`src/rtl/vga_pkg.sv`:
```
// Shared VGA raster timing constants, colours and window helper used by the
// timing generator and by the renderers that consume its raster.
package vga_pkg;

    localparam int VGA_CLK_DIV         = 4;
    localparam int VGA_H_TOTAL         = 800;
    localparam int VGA_H_SYNC          = 96;
    localparam int VGA_H_VIS_START     = 144;
    localparam int VGA_H_VIS_END       = 784;
    localparam int VGA_V_TOTAL         = 525;
    localparam int VGA_V_SYNC          = 2;
    localparam int VGA_V_VIS_START     = 35;
    localparam int VGA_V_VIS_END       = 515;
    localparam int VGA_FRAMES_PER_TICK = 6;

    localparam logic [11:0] BLACK = 12'h000;
    localparam logic [11:0] RED   = 12'hF00;
    localparam logic [11:0] WHITE = 12'hFFF;

    // Height of one stacked row, in raster lines.
    localparam int ROW_HEIGHT = 10;

    // Half-open window test: lo <= val < hi.
    function automatic logic in_range(input logic [9:0] val,
                                      input logic [9:0] lo,
                                      input logic [9:0] hi);
        return (val >= lo) && (val < hi);
    endfunction

endpackage

```
`src/rtl/tick_divider.sv`:
```
// Modulo-N event counter: pulses on the enabled cycle in which the count
// wraps from N-1 back to 0.
module tick_divider #(
    parameter int N = 4
) (
    input  logic clk,
    input  logic rst,
    input  logic en,
    output logic pulse
);

    localparam int            W    = (N > 1) ? $clog2(N) : 1;
    localparam logic [W-1:0]  LAST = W'(N - 1);

    logic [W-1:0] count_r;
    logic         wrap_s;

    assign wrap_s = en && (count_r == LAST);

    // Count enabled events, returning to zero after N-1.
    always_ff @(posedge clk) begin
        if (rst) begin
            count_r <= '0;
        end else if (wrap_s) begin
            count_r <= '0;
        end else if (en) begin
            count_r <= count_r + W'(1);
        end else begin
            count_r <= count_r;
        end
    end

    // Gated by rst so the strobe is quiet while held in reset, even for N=1.
    assign pulse = !rst && wrap_s;

endmodule

```
`src/rtl/vga_timing_gen.sv`:
```
// VGA raster generator: pixel enable, hCount/vCount walk, zero-skew sync and
// bright, plus per-frame and slow game ticks for sprite motion.
module vga_timing_gen
    import vga_pkg::*;
#(
    parameter int CLK_DIV         = VGA_CLK_DIV,
    parameter int H_TOTAL         = VGA_H_TOTAL,
    parameter int H_SYNC          = VGA_H_SYNC,
    parameter int H_VIS_START     = VGA_H_VIS_START,
    parameter int H_VIS_END       = VGA_H_VIS_END,
    parameter int V_TOTAL         = VGA_V_TOTAL,
    parameter int V_SYNC          = VGA_V_SYNC,
    parameter int V_VIS_START     = VGA_V_VIS_START,
    parameter int V_VIS_END       = VGA_V_VIS_END,
    parameter int FRAMES_PER_TICK = VGA_FRAMES_PER_TICK
) (
    input  logic       clk,
    input  logic       rst,
    output logic [9:0] hCount,
    output logic [9:0] vCount,
    output logic       bright,
    output logic       hSync,
    output logic       vSync,
    output logic       pix_en,
    output logic       frame_tick,
    output logic       game_tick
);

    localparam logic [9:0] H_LAST = 10'(H_TOTAL - 1);
    localparam logic [9:0] V_LAST = 10'(V_TOTAL - 1);
    localparam logic [9:0] H_SW   = 10'(H_SYNC);
    localparam logic [9:0] V_SW   = 10'(V_SYNC);
    localparam logic [9:0] H_VS   = 10'(H_VIS_START);
    localparam logic [9:0] H_VE   = 10'(H_VIS_END);
    localparam logic [9:0] V_VS   = 10'(V_VIS_START);
    localparam logic [9:0] V_VE   = 10'(V_VIS_END);

    logic [9:0] h_cnt_r;
    logic [9:0] v_cnt_r;
    logic [9:0] h_nxt_s;
    logic [9:0] v_nxt_s;
    logic       line_end_s;
    logic       frame_wrap_s;
    logic       game_wrap_s;
    logic       hsync_r;
    logic       vsync_r;
    logic       bright_r;
    logic       frame_tick_r;
    logic       game_tick_r;

    tick_divider #(.N(CLK_DIV)) u_pix_div (
        .clk   (clk),
        .rst   (rst),
        .en    (1'b1),
        .pulse (pix_en)
    );

    assign line_end_s   = pix_en && (h_cnt_r == H_LAST);
    assign frame_wrap_s = line_end_s && (v_cnt_r == V_LAST);

    tick_divider #(.N(FRAMES_PER_TICK)) u_game_div (
        .clk   (clk),
        .rst   (rst),
        .en    (frame_wrap_s),
        .pulse (game_wrap_s)
    );

    // Next raster position; only moves on pixel-enable cycles.
    always_comb begin
        h_nxt_s = h_cnt_r;
        v_nxt_s = v_cnt_r;
        if (frame_wrap_s) begin
            h_nxt_s = 10'd0;
            v_nxt_s = 10'd0;
        end else if (line_end_s) begin
            h_nxt_s = 10'd0;
            v_nxt_s = v_cnt_r + 10'd1;
        end else if (pix_en) begin
            h_nxt_s = h_cnt_r + 10'd1;
        end else begin
            h_nxt_s = h_cnt_r;
        end
    end

    // Counters plus sync/bright decoded from the next position, so every
    // registered output lines up with the count shown in the same cycle.
    always_ff @(posedge clk) begin
        if (rst) begin
            h_cnt_r      <= 10'd0;
            v_cnt_r      <= 10'd0;
            hsync_r      <= 1'b0;
            vsync_r      <= 1'b0;
            bright_r     <= 1'b0;
            frame_tick_r <= 1'b0;
            game_tick_r  <= 1'b0;
        end else begin
            h_cnt_r      <= h_nxt_s;
            v_cnt_r      <= v_nxt_s;
            hsync_r      <= !(h_nxt_s < H_SW);
            vsync_r      <= !(v_nxt_s < V_SW);
            bright_r     <= in_range(h_nxt_s, H_VS, H_VE) && in_range(v_nxt_s, V_VS, V_VE);
            frame_tick_r <= frame_wrap_s;
            game_tick_r  <= game_wrap_s;
        end
    end

    assign hCount     = h_cnt_r;
    assign vCount     = v_cnt_r;
    assign hSync      = hsync_r;
    assign vSync      = vsync_r;
    assign bright     = bright_r;
    assign frame_tick = frame_tick_r;
    assign game_tick  = game_tick_r;

endmodule

```
`config.mk`:
```
export PLATFORM = sky130hd
export DESIGN_NAME = vga_timing_gen
export DESIGN_NICKNAME = d
export VERILOG_FILES = /design/src/rtl/vga_pkg.sv /design/src/rtl/tick_divider.sv /design/src/rtl/vga_timing_gen.sv
export SDC_FILE = /design/constraint.sdc
export NUM_CORES = 1
export LEC_CHECK = 0
export CAP_MARGIN = 20
export CORE_MARGIN = 1
export CORE_UTILIZATION = 45
export DETAILED_ROUTE_END_ITERATION = 16
export PLACE_DENSITY_LB_ADDON = 0.15
export SKIP_LAST_GASP = 1
export SLEW_MARGIN = 20
export SYNTH_ARGS = -nofsm -noshare
export SYNTH_HDL_FRONTEND = slang
export SYNTH_SLANG_ARGS = --single-unit
```
`constraint.sdc`:
```
create_clock -name clk -period 3.55 [get_ports clk]
set_input_delay 0.71 -clock clk [delete_from_list [all_inputs] [get_ports clk]]
set_output_delay 0.71 -clock clk [all_outputs]
set_load 0.03 [all_outputs]
```
# ---- Word level (Yosys, flattened, before mapping)
# Cells that the tools add are included.
dict set report totals {
  mem_bits_ro 0
  wordCells 41
  out_inout_bits 26
  input_bits 2
  latchBits 0
  ram_bits 0
  mem_count 0
  ff_bits 30
}
dict set report classes {
  div 0
  n_mux 5
  multipliers 0
  eq_ne 4
  addsub 4
  n_reduce_logical 13
  order_cmp 6
  bitwise 0
  n_shift 0
}
# operator n
set op_table {}
lappend op_table {{2-to-1 mux 10 bit} 5}
lappend op_table {{adder 10 x 1 -> 10 bit, second input constant} 2}
lappend op_table {{equality test 10 bit, second input constant} 2}
lappend op_table {{less-than comparator 10 bit, second input constant} 2}
lappend op_table {{>= comparator 10 x 6 -> 1 bit, second input constant} 1}
lappend op_table {{>= comparator 10 x 8 -> 1 bit, second input constant} 1}
lappend op_table {{less-than comparator 10 x 2 -> 1 bit, second input constant} 1}
lappend op_table {{less-than comparator 10 x 7 -> 1 bit, second input constant} 1}
lappend op_table {{logical AND 1 bit} 8}
lappend op_table {{OR reduction 2 bit} 2}
lappend op_table {{adder 3 x 1 -> 3 bit, second input constant} 1}
lappend op_table {{equality test 3 bit, second input constant} 1}
lappend op_table {{logical NOT 1 bit} 3}
lappend op_table {{adder 2 x 1 -> 2 bit, second input constant} 1}
lappend op_table {{equality test 2 bit, second input constant} 1}

# ---- Depth between registers and ports, before layout
dict set report logic_depth {
  depth_word 8
  mapped_depth 10
  ltp_nobuf 8
}

# ---- By module
# From an unflattened synthesis, not the netlist that was laid out.
dict set report hier_totals {
  hier_cells 208
  hier_area_um2 1706.6
}
# module n_inst area_per_inst_um2 seq_area_each_um2 cells_each
set modules_own_cells {}
lappend modules_own_cells {vga_timing_gen 1 1448.9 500.5 179}
lappend modules_own_cells {{tick_divider at u_game_div} 1 158.9 60.1 18}
lappend modules_own_cells {{tick_divider at u_pix_div} 1 98.8 40.0 11}

# ---- Least setup slack after synthesis
# Ideal clock, no wire load.
dict set report synth_path {
  path_kind {in2reg}
  startpoint {input port rst}
  endpoint {register bright_r, in the netlist bright}
  path_buffers 1
  setup_ps 91
  stages 7
  t_required_ps 3459
  arrival_ps 2883
  setup_slack_ps 576
  path_cell_list {nand3b_1 -> or4_4 -> buf_6 -> o31a_1 -> a211o_1 -> or4_1 -> a311oi_1}
}
dict set report synth_via {
  elab_chain_len 8
  word_cells_on_any_way 16
  classes_between {order compare (4); mux (5); reduce/logical (7)}
}
# element line
set synth_rtl {}
lappend synth_rtl {{start, declared} vga_timing_gen.sv:18} ;# input logic rst,
lappend synth_rtl {{logical NOT 1 bit} tick_divider.sv:34} ;# assign pulse = !rst && wrap_s;
lappend synth_rtl {{logical AND 1 bit} tick_divider.sv:34}
lappend synth_rtl {{2-to-1 mux 10 bit / logical AND 1 bit (equally long branches)} {vga_timing_gen.sv:78, vga_timing_gen.sv:58}}
lappend synth_rtl {{2-to-1 mux 10 bit / logical AND 1 bit (equally long branches)} {vga_timing_gen.sv:75, vga_timing_gen.sv:59}}
lappend synth_rtl {{2-to-1 mux 10 bit} vga_timing_gen.sv:72} ;# if (frame_wrap_s) begin
lappend synth_rtl {{>= comparator 10 x 8 -> 1 bit, or another cell as far along} vga_pkg.sv:27} ;# return (val >= lo) && (val < hi);
lappend synth_rtl {{logical AND 1 bit} vga_pkg.sv:27}
lappend synth_rtl {{logical AND 1 bit} vga_timing_gen.sv:101} ;# bright_r <= in_range(h_nxt_s, H_VS, H_VE) && in_range(v_nxt_s, V_VS, V_VE);
lappend synth_rtl {{end signal, assigned} vga_timing_gen.sv:101}
lappend synth_rtl {{end, declared} vga_timing_gen.sv:47} ;# logic bright_r;
# Parallel ways exist; a longest one is shown, timed or not.
# A chain may end at the register's enable or synchronous reset.

# ---- Worst setup path in the final report
# Ends and elaborated chain as after synthesis.

==> flow_metrics.py <==
metrics = {
    "cts": {
        "clock-root-buffer": "clkbuf_8",
        "cts_max_path_buffers": 2,
        "post_cts.resized_instances": 0,
        "post_cts.repair.setup_buffers": 0,
        "cts_clock_pin_slew_for_the_worst_setup_and_hold_paths_ns": 0.07,
        "cts_tree": "done",
        "ctsHoldBuffers": 0,
        "worstSkewPairLatency_ns": 0.28,
        "numCtsBuffers": 5,
        "level_count_of_the_clock_h_tree": 2,
        "clock_sinks": 30,
    },
    "hold_path": {
        "hold_class": "flip-flop to flip-flop",
    },
    "power_and_ir_drop": {
        "switching_share": 0.221,
        "power.clock.fraction": 0.442,
        "seqPwrFrac": 0.529,
        "p_per_area_mw_per_mm2": 312,
        "power.switching_mw": 0.143,
        "max-vdd-ir-drop_mv": 0.176,
        "cell_int_power_mw": 0.503,
        "combPwrFrac": 0.029,
        "p_leak_nw": 0.693,
    },
    "yosys": {
        "synth_cell_types": 48,
        "post_synthesis_instance_area_sq_mm": 0.00170,
        "synth.top_cells.by_area": "dfxtp_1, nor2_1, ha_1",
        "synth.net_count": 214,
        "ys_warn_count": 0,
        "synth_sequential_area_ratio": 0.353,
        "synth_enable_flop_cells": 0,
        "synth.ff_latch_count": 30,
        "yosysTopAreaCellShare": 0.353,
        "async_reset_ff_frac": 0,
        "synth_ff_type": "dfxtp_1",
        "synthCells": 206,
        "synth_area_leader_cell": "dfxtp_1",
        "synth.avg_cell_area_sq_um": 8.25,
    },
    "layout": {
        "post_route_cells_drive_above_1_share": 0.0736,
        "layout.nets": 238,
        "final_core_util": 0.597,
        "fill_cells": 332,
        "n_diodes": 0,
        "final_cells": 277,
        "final_cell_area_sq_mm": 0.00207,
        "layout-area-overhead-vs-synth_pct": 21.9,
    },
    "floorplanning": {
        "floorplan.die.height_microns": 63.4,
        "io_pins": 28,
        "starting_density_of_the_core": 0.490,
        "die_width_microns": 63.4,
        "floorplan.core_area_sq_mm": 0.00347,
        "die_area_sq_mm": 0.00403,
        "floorplan.rows": 21,
    },
    "worst_setup_path": {
        "worstPathRequired_ns": 3.74,
        "cp-end-kind": "flip-flop",
        "worst_path_largest_cell_delay_ns": 0.58,
        "crit_fanout": 4,
        "critPathSlowestCell": "or4_4",
        "crit_path_cell_trace": "clkdlybuf4s50_1 -> nand3b_1 -> or4_4 -> o31a_1 -> a211o_1 -> or4_1 -> a311oi_1",
        "start_kind": "input pin",
        "critPathArrivalTime_ns": 3.31,
        "worst-setup-path-type": "input pin to flip-flop",
    },
    "sta": {
        "unrepaired_setup_endpoints_after_global_routing": "no",
        "layout_min_cycle_time_ns": 3.12,
        "final_max_slew_violation_count": 0,
        "setup_viol_count_final": 0,
        "finalSetupTns_ns": 0,
        "fmax_mhz": 321,
        "max_slew.worst_pin.slew_ns": 0.726,
        "timing.final.crit_share": 0.879,
        "postLayoutSetupSlackWorst_ns": 0.431,
        "hold_viol": 0,
        "relSlewSlack": 0.511,
        "finalClockSkew_ns": 0.00736,
    },
    "route": {
        "routed_wire_length_per_instance_microns": 13.9,
        "dr.first_iter.drc_count": 106,
        "avgViaCountPerCell": 5.71,
        "remaining_drcs": 0,
        "dr.pass1.iters": 4,
        "vias": 1582,
        "ant_nets": 0,
        "totalWireLength_mm": 3.84,
    },
    "placed_design": {
        "finalWeightedCongestion": 0.834,
        "dp_cells": 269,
        "post-place-ws_ns": 0.148,
        "place.port_buffers": 27,
        "detailed_place.area_sq_mm": 0.00198,
        "dp_hpwl_mm": 2.73,
    },
    "grt": {
        "grt_max_degree": 31,
        "groute.usage.overall": 0.208,
        "grt_antenna_before_repair": 0,
        "grt_pass1_vias": 1477,
        "grt_first_pass_wirelength_mm": 6.69,
        "overflow": 0,
    },
    "job": {
        "cap_viol_max_count": 0,
    },
    "outcome": {
        "run_status": "finished, final reports clean",
    },
}
-- registers in the layout (all words and copies together), names as in the netlist --
signal / flops
hCount: 10
vCount: 10
u_game_div.count_r: 3
u_pix_div.count_r: 2
bright: 1
frame_tick: 1
game_tick: 1
hSync: 1
vSync: 1
-- cell type report --
class                      count  area (sq um)  share of cell area
clock buffer                   6          82.6              0.0399
clock inverter                 2          12.5             0.00604
inverter                       4          15.0             0.00725
multi-input combinational    159          1010               0.488
sequential                    30           601               0.290
tap                           46          57.6              0.0278
timing repair buffer          30           293               0.141
-- cell usage after synthesis, drive strengths merged (4+ instances only) --
master  number
and4         4
nor2        22
nand4        4
nand3        8
nand2       18
nor3        14
a21oi       11
xnor2        5
dfxtp       30
inv          4
buf          4
clkbuf       9
nor4         4
o21ai        9
xor2         8
and2         4
ha           6
-- cell usage in the layout (no fill, tap or decap), types with 8 or more instances in the layout --
cell	Yosys	routed
dfxtp_1	30	30
clkdlybuf4s50_1	0	27
nor2_1	22	22
nand2_1	18	18
nor3_1	14	14
a21oi_1	11	11
o21ai_0	9	9
nand3_1	8	8
xor2_1	8	8
-- worst paths after layout --
path / from / endpoint / slack (ns) / cells past startpoint
setup / recovery: rst / bright / 0.43 / 7
setup reg to reg: u_pix_div.count_r[0] / bright / 0.69 / 7
hold / removal: u_pix_div.count_r[0] / u_pix_div.count_r[0] / 0.43 / 1
hold reg to reg: u_pix_div.count_r[0] / u_pix_div.count_r[0] / 0.43 / 1
-- stage by stage --
stage / power (mW) / hold WS (ns)
after CTS: 0.660 / 0.424
final: 0.646 / 0.426
after global placement: 0.367 / 0.406
after detailed placement: 0.368 / 0.415
after floorplan: 0.362 / 0.398
after global routing: 0.677 / 0.463
-- metal layers --
layer,routed length (microns),share of wire,global-route usage,vias to the layer above
met1,1780,0.46,0.270,728
met4,76,0.020,0.0909,0
li1,-,-,-,799
met3,180,0.047,0.0435,10
met2,1800,0.47,0.330,45
met5,0,0,0,-
-- power by group through the flow --
stage,logic [mW],clock network (mW),registers (mW)
floorplan,0.0116,0,0.350
global placement,0.0181,0,0.349
detailed placement,0.0188,0,0.349
CTS,0.0188,0.300,0.342
global route,0.0211,0.314,0.342
finish,0.0187,0.286,0.342
-- cell families (layout without fill, tap and decap cells) --
family	after synthesis	after routing	share of synthesized area
xor gates and xnor gates	13	13	0.0670
muxes	3	3	0.0177
DFF	30	30	0.353
buffers and inverters	17	42	0.0515
adders and majority gates	6	6	0.0442
and+or+nand+nor	100	100	0.320
AOI/OAI and AO/OA	37	37	0.147
-- critical path, delay by kind of cell --
| kind | cells | cell delay, ns |
|---|---|---|
| AO/OA/AOI/OAI | 3 | 0.89 |
| buffers and inverters | 1 | 0.41 |
| AND/OR/NAND/NOR | 3 | 1.29 |
Note: power is estimated with default switching activity, not from simulation.
